[src/rtl/sum_accumulator_if.sv]
// Handshake bundle for sum_accumulator: run request, sample input stream, result output.
interface sum_accumulator_if #(
  parameter int IN_W    = 9,
  parameter int ACC_W   = 16,
  parameter int COUNT_W = 8
);
  logic               start;
  logic [COUNT_W-1:0] len;
  logic               in_valid;
  logic               in_ready;
  logic [IN_W-1:0]    in_data;
  logic               out_valid;
  logic               out_ready;
  logic [ACC_W-1:0]   out_sum;
  logic               out_ovf;
  logic               busy;

  modport slave (
    input  start, len, in_valid, in_data, out_ready,
    output in_ready, out_valid, out_sum, out_ovf, busy
  );

  modport master (
    output start, len, in_valid, in_data, out_ready,
    input  in_ready, out_valid, out_sum, out_ovf, busy
  );
endinterface

[src/rtl/sum_accumulator.sv]
// Saturating accumulator over a programmed number of adder sums; result held
// on a valid/ready output until taken.
module sum_accumulator #(
  parameter int IN_W    = 9,
  parameter int ACC_W   = 16,
  parameter int COUNT_W = 8
) (
  input  logic             clk,
  input  logic             rst_n,
  sum_accumulator_if.slave bus
);

  typedef enum logic [1:0] {
    S_IDLE  = 2'd0,
    S_ACCUM = 2'd1,
    S_HOLD  = 2'd2
  } state_t;

  state_t             r_state, w_state_nxt;
  logic [ACC_W-1:0]   r_acc, w_acc_nxt;
  logic               r_ovf, w_ovf_nxt;
  logic [COUNT_W-1:0] r_rem, w_rem_nxt;

  logic               w_beat;
  logic [ACC_W:0]     w_sum;

  assign w_beat = bus.in_valid && (r_state == S_ACCUM);
  // One extra bit so the carry out of the accumulator is the overflow test.
  assign w_sum  = {1'b0, r_acc} + {{(ACC_W + 1 - IN_W){1'b0}}, bus.in_data};

  always_ff @(posedge clk or negedge rst_n) begin
    if (!rst_n) begin
      r_state <= S_IDLE;
      r_acc   <= '0;
      r_ovf   <= 1'b0;
      r_rem   <= '0;
    end else begin
      r_state <= w_state_nxt;
      r_acc   <= w_acc_nxt;
      r_ovf   <= w_ovf_nxt;
      r_rem   <= w_rem_nxt;
    end
  end

  always_comb begin
    w_state_nxt = r_state;
    w_acc_nxt   = r_acc;
    w_ovf_nxt   = r_ovf;
    w_rem_nxt   = r_rem;
    case (r_state)
      S_IDLE: begin
        if (bus.start) begin
          w_acc_nxt = '0;
          w_ovf_nxt = 1'b0;
          if (bus.len != '0) begin
            w_rem_nxt   = bus.len;
            w_state_nxt = S_ACCUM;
          end else begin
            w_state_nxt = S_HOLD;
          end
        end
      end
      S_ACCUM: begin
        if (w_beat) begin
          w_rem_nxt = r_rem - 1'b1;
          // Once saturated the total is pinned for the rest of the run.
          if (r_ovf || w_sum[ACC_W]) begin
            w_acc_nxt = '1;
            w_ovf_nxt = 1'b1;
          end else begin
            w_acc_nxt = w_sum[ACC_W-1:0];
          end
          if (r_rem == COUNT_W'(1)) w_state_nxt = S_HOLD;
        end
      end
      S_HOLD: begin
        if (bus.out_ready) w_state_nxt = S_IDLE;
      end
      default: w_state_nxt = S_IDLE;
    endcase
  end

  assign bus.in_ready  = (r_state == S_ACCUM);
  assign bus.out_valid = (r_state == S_HOLD);
  assign bus.out_sum   = r_acc;
  assign bus.out_ovf   = r_ovf;
  assign bus.busy      = (r_state != S_IDLE);

endmodule

[src/flat_wrapper.sv]
// flat-port wrapper written by rule: the top's interface ports become plain ports
module sum_accumulator_flat 
#(
  parameter int IN_W    = 9,
  parameter int ACC_W   = 16,
  parameter int COUNT_W = 8
)
  (clk, rst_n, bus_start, bus_len, bus_in_valid, bus_in_data, bus_out_ready, bus_in_ready, bus_out_valid, bus_out_sum, bus_out_ovf, bus_busy);
  sum_accumulator_if #(.IN_W(IN_W), .ACC_W(ACC_W), .COUNT_W(COUNT_W)) bus_i ();
  input  logic clk;
  input  logic rst_n;
  input wire logic [$bits(bus_i.start)-1:0] bus_start;
  input wire logic [$bits(bus_i.len)-1:0] bus_len;
  input wire logic [$bits(bus_i.in_valid)-1:0] bus_in_valid;
  input wire logic [$bits(bus_i.in_data)-1:0] bus_in_data;
  input wire logic [$bits(bus_i.out_ready)-1:0] bus_out_ready;
  output wire logic [$bits(bus_i.in_ready)-1:0] bus_in_ready;
  output wire logic [$bits(bus_i.out_valid)-1:0] bus_out_valid;
  output wire logic [$bits(bus_i.out_sum)-1:0] bus_out_sum;
  output wire logic [$bits(bus_i.out_ovf)-1:0] bus_out_ovf;
  output wire logic [$bits(bus_i.busy)-1:0] bus_busy;
  assign bus_i.start = bus_start;
  assign bus_i.len = bus_len;
  assign bus_i.in_valid = bus_in_valid;
  assign bus_i.in_data = bus_in_data;
  assign bus_i.out_ready = bus_out_ready;
  assign bus_in_ready = bus_i.in_ready;
  assign bus_out_valid = bus_i.out_valid;
  assign bus_out_sum = bus_i.out_sum;
  assign bus_out_ovf = bus_i.out_ovf;
  assign bus_busy = bus_i.busy;
  sum_accumulator #(.IN_W(IN_W), .ACC_W(ACC_W), .COUNT_W(COUNT_W)) u_core (.clk(clk), .rst_n(rst_n), .bus(bus_i));
endmodule
[config.mk]
export PLATFORM = sky130hd
export DESIGN_NAME = sum_accumulator_flat
export DESIGN_NICKNAME = d
export VERILOG_FILES = /design/src/rtl/sum_accumulator_if.sv /design/src/rtl/sum_accumulator.sv /design/src/flat_wrapper.sv
export SDC_FILE = /design/constraint.sdc
export NUM_CORES = 1
export LEC_CHECK = 0
export BUFFER_PORTS_ARGS = -buffer_cell sky130_fd_sc_hd__buf_2
export CORE_MARGIN = 2
export CORE_UTILIZATION = 40
export DETAILED_ROUTE_END_ITERATION = 12
export PLACE_DENSITY = 0.61
export SYNTH_ARGS = -nofsm -noshare
export SYNTH_HDL_FRONTEND = slang
export SYNTH_SLANG_ARGS = --single-unit
[constraint.sdc]
create_clock -name clk -period 6.84 [get_ports clk]
set_clock_uncertainty 0.05 [all_clocks]
set_input_delay 1.368 -clock clk [delete_from_list [all_inputs] [get_ports clk]]
set_output_delay 1.368 -clock clk [all_outputs]
set_load 0.05 [all_outputs]
# == Word level (Yosys, flattened, before mapping) ==
# Cells that the tools add are included.
# W data, S select, Z words.
# op_classes
n_addsub,2
n_eq_ne,9
mux,18
reduce_logical,10
# op_table
cell,count
$mux W16,3
$pmux W16 S2,1
$mux W8,3
$add A16 B9 Y17,1
$pmux W8 S2,1
$reduce_and A4 Y1,3
$mux W2,5
$eq A8 B1 Y1 const B,1
$ne A2 B1 Y1 const B,4
$reduce_bool A8 Y1,1
$sub A8 B1 Y8 const B,1
$pmux W2 S3,1
$ne A2 B2 Y1 const B,2
$reduce_bool A2 Y1,2
$mux W1,3
$reduce_and A3 Y1,1
$eq A2 B1 Y1 const B,1
$eq A2 B2 Y1 const B,1
$logic_not A2 Y1,1
$pmux W1 S2,1
$logic_and A1 B1 Y1,1
$logic_or A1 B1 Y1,1
# word_totals
reg_bits,27
in_bits,22
output_inout_bits,20
wordCells,43

# == Logic depth before layout (Yosys ltp) ==
# depth
word_depth,5
ltp_mapped,8

# == Least setup slack after synthesis ==
# OpenSTA, ideal clock, no wires.
# synth_timing
kind,in2reg
startpoint,input port bus_in_data[0]
endpoint,"register u_core.r_acc[14], in the netlist u_core.bus.out_sum[14]"
arrival_ns,3.020
t_required_ns,6.659
path_slack_ns,3.638
cell_stages,7
n_path_buf,0
cell_sequence,ha_1 > fa_1 > a21o_1 > a221oi_1 > o21ai_2 > nand3_2 > nand4_1
# synth_between
elab_chain_cells,5
# synth_lines
element,line_no,rtl
start: declaration,flat_wrapper.sv:15,input wire logic [$bits(bus_i.in_data)-1:0] bus_in_data;
$add A16 B9 Y17 *,sum_accumulator.sv:29,"assign w_sum = {1'b0, r_acc} + {{(ACC_W + 1 - IN_W){1'b0}}, bus.in_data};"
$logic_or A1 B1 Y1,sum_accumulator.sv:67,if (r_ovf || w_sum[ACC_W]) begin
$mux W16 *,sum_accumulator.sv:67,
$mux W16 *,sum_accumulator.sv:64,if (w_beat) begin
$pmux W16 S2 *,sum_accumulator.sv:50,case (r_state)
end signal: assignment,sum_accumulator.sv:39,r_acc <= w_acc_nxt;
end: declaration,sum_accumulator.sv:20,"logic [ACC_W-1:0] r_acc, w_acc_nxt;"
# Every way passes the cells marked *; elsewhere a longest branch is shown, timed or not. The select of a mux whose other input is x is not followed.
# A chain may end at the register's enable or synchronous reset.

# == Worst setup path in the final report ==
# layout_timing
startpoint,register u_core.r_state[1]
endpoint,output port bus_in_ready
# layout_between
elab_chain_cells,1
# layout_lines
element,line_no,rtl
start: declaration,sum_accumulator.sv:19,"state_t r_state, w_state_nxt;"
start signal: assignment,sum_accumulator.sv:38,r_state <= w_state_nxt;
$eq A2 B1 Y1,sum_accumulator.sv:83,assign bus.in_ready = (r_state == S_ACCUM);
end: declaration,flat_wrapper.sv:17,output wire logic [$bits(bus_i.in_ready)-1:0] bus_in_ready;
# No other way between the ends.

==> out/summary.txt <==
1st-iter DRT viols: 119
Vias post-DR: 1818
TritonCTS Buffers: 3
Final TNS setup: 0 ns
CTS tree: built
Async S/R FF share, synth: 100%
Routed wire length: 4.53 mm
Diodes inserted: 0
Die Span Y: 72.6 µm
Area Overhead vs Synth: 15.4%
Data arrival, critical path: 1.89 ns
Endpoint class of the critical path: primary output
Pwr/cell area: 414 nW/µm²
First-pass GRT wire length: 7.43 mm
Hold path endpoint: u_core.r_rem[7]
Period minus WS final: 3.31 ns
Initial Util: 42.3%
Fill cells: 440
Global Route Usage Sum: 17.7%
Per-cell routed wire length: 14.6 µm
Netlist Area Pre-Place: 1880 µm²
Final nets: 293
Initial antenna violation count: 0
I/O Pins: 42
Fin. max-slew vios: 0
Placed Area: 2120 µm²
Hold WC Path Type: reg2reg
Hold path depth: 1
Rows: 24
Max_cap viols: 0
Hold Crit Start: u_core.r_rem[7]
Max Fclk: 0.302 GHz
Postcts setup bufs: 0
Fraction of layout cells with a size suffix above 1: 21.7%
DR vias/cell: 5.86
Most frequent cells in the layout: 41 x buf_2, 29 x nand2_1, 27 x dfrtp_1, 16 x a21oi_1, 16 x o21ai_0
Num Clock Sinks: 27
Flops & latches, synth: 27
Dpl hpwl: 3.34 mm
Number of setup violations in the final report: 0
Hold Buf Count CTS: 0
RSZ-0062 raised after global routing: no
Core box area: 4440 µm²
Total power: 899 µW
Max H-tree Level: 1
IO Port Bufs: 41
Leakage power: 1.05 nW
Clk_lat worst skew: 0.27 ns
Total gr overflow: 0
Status: finished, final reports clean
Startpoint types: register
Reg clk slew, reported paths: 0.10 ns
Ys Warns: 0
Post-route cell area: 2170 µm²
FF+latch area: 676 µm²
Mapped Cells: 219
Root Buffer: clkbuf_8
R2R Path Start: u_core.bus.out_sum[0]
Peak VDD IR: 0.000163 V
Crit path kind: reg2out
Worst-margin pin slew: 0.636 ns
Number of synthesized flops with an enable pin: 0
Critical R2R Capture: u_core.bus.out_sum[14]
Syn Nets: 253
Worst slew margin: 57.6%
Final period util: 48.4%
Die span in x: 72.6 µm
CP required: 5.42 ns
Syn Area/Cell: 8.59 µm²
Ys flop type: dfrtp_1
Vias in the first global route: 1536
Final hold slack: 0.464 ns
Drt pass-1 iters: 4
Pin count of the biggest net entering global routing: 28
RD Place Congestion: 0.818
Antenna Nets Post-Route: 0
R2R cell count: 7
CP Max Fanout: 17
Distinct cells, synth: 50
Die ar.: 5270 µm²
Number of remaining DRC errors: 0
Endpoints failing hold: 0
Worst R2R Setup Slack: 4.35 ns
Commonest non-fill, non-tap cell in the layout: buf_2
Clock Tree Buf Depth: 2
Post-synthesis sequential area ratio: 35.9%
PostCTS Resize Cnt: 0
Multi-input logic area: 1160 µm²
## sequential cells by signal, summed over array words and instances (netlist names)
signal / count
u_core.r_state: 2
u_core.bus.out_ovf: 1
u_core.bus.out_sum: 16
u_core.r_rem: 8
## worst max-delay path: stages, from the launching register on
cell and delay, ns:
dfrtp_1 0.40, nand2b_1 0.51, clkinv_1 0.39, buf_2 0.31
## per-layer routing
metal,global-route usage (%),vias to the layer above,part of all wire (%)
met4,3.70,0,0.57
met2,29.1,54,47
met1,25.2,864,48
met5,0,-,0
li1,-,896,-
met3,2.08,4,4.7
## power breakdown
group	internal, mW	total [mW]	leakage (nW)	switching (mW)
combinational	0.175	0.537	0.680	0.363
sequential	0.213	0.269	0.349	0.0557
clock	0.0409	0.0929	0.0255	0.0521
## logic make-up (layout without fill, tap and decap cells)
logic type	count (synthesis)	in the layout	synth area share [%]
fa+ha+maj	12	12	8.38
flops	27	27	35.9
xor+xnor	4	4	1.86
buf+inv	12	51	2.59
compound gates	71	71	25.4
mux	2	2	1.06
simple gates	91	91	24.8
## worst max-delay path by stage
stage,slack [ns],endpoint,start,cells past startpoint
5_1_grt,3.38,bus_in_ready,u_core.r_state[1],3
3_5_place_dp,3.29,u_core.bus.out_sum[10],bus_in_data[0],8
6_report,3.53,bus_in_ready,u_core.r_state[1],3
2_1_floorplan,3.64,u_core.bus.out_sum[14],bus_in_data[0],7
3_3_place_gp,3.36,u_core.bus.out_sum[14],bus_in_data[0],8
4_1_cts,3.54,bus_in_ready,u_core.r_state[1],3
## area by class of cell
class | instances | share of cell area (%)
multi-input cells | 180 | 53.3
clock buffers | 3 | 1.90
repair buffers | 41 | 9.45
flip-flops and latches | 27 | 31.1
well taps | 52 | 3.00
inverters | 6 | 1.04
clock inverters | 1 | 0.231
## cells in the mapped netlist (2+ instances only)
cell type | n | share of area (%)
a211oi_1 | 2 | 0.80
clkbuf_1 | 3 | 0.60
o2bb2ai_1 | 4 | 1.9
mux2i_1 | 2 | 1.1
inv_1 | 5 | 1.0
o21ai_0 | 16 | 4.3
o211ai_1 | 4 | 1.6
nand4_1 | 9 | 3.0
nor3_1 | 5 | 1.3
nand3_1 | 8 | 2.1
and2_1 | 3 | 1.0
nor4_1 | 2 | 0.67
nor2_1 | 13 | 2.6
buf_2 | 2 | 0.53
nand2_1 | 29 | 5.8
a21oi_1 | 16 | 4.3
xnor2_1 | 2 | 0.93
dfrtp_1 | 27 | 36
and3_1 | 4 | 1.3
a221oi_1 | 2 | 0.93
o21bai_1 | 2 | 0.80
or4_1 | 6 | 2.4
or2_2 | 2 | 0.67
nand2b_1 | 2 | 0.67
xor2_1 | 2 | 0.93
ha_1 | 11 | 7.3
a22oi_1 | 5 | 2.0
a21o_1 | 8 | 3.2
o31ai_1 | 2 | 0.80
## metrics by stage
step / worst slack (ns) / instances / util (%)
after floorplan: 3.64 / 219 / -
after global placement: 3.36 / 306 / 47.8
after detailed placement: 3.29 / 306 / 47.8
after CTS: 3.54 / 310 / 48.8
after global routing: 3.38 / 310 / 48.8
final: 3.53 / 310 / 48.8
No activity file was read; power rests on OpenSTA's default activity.
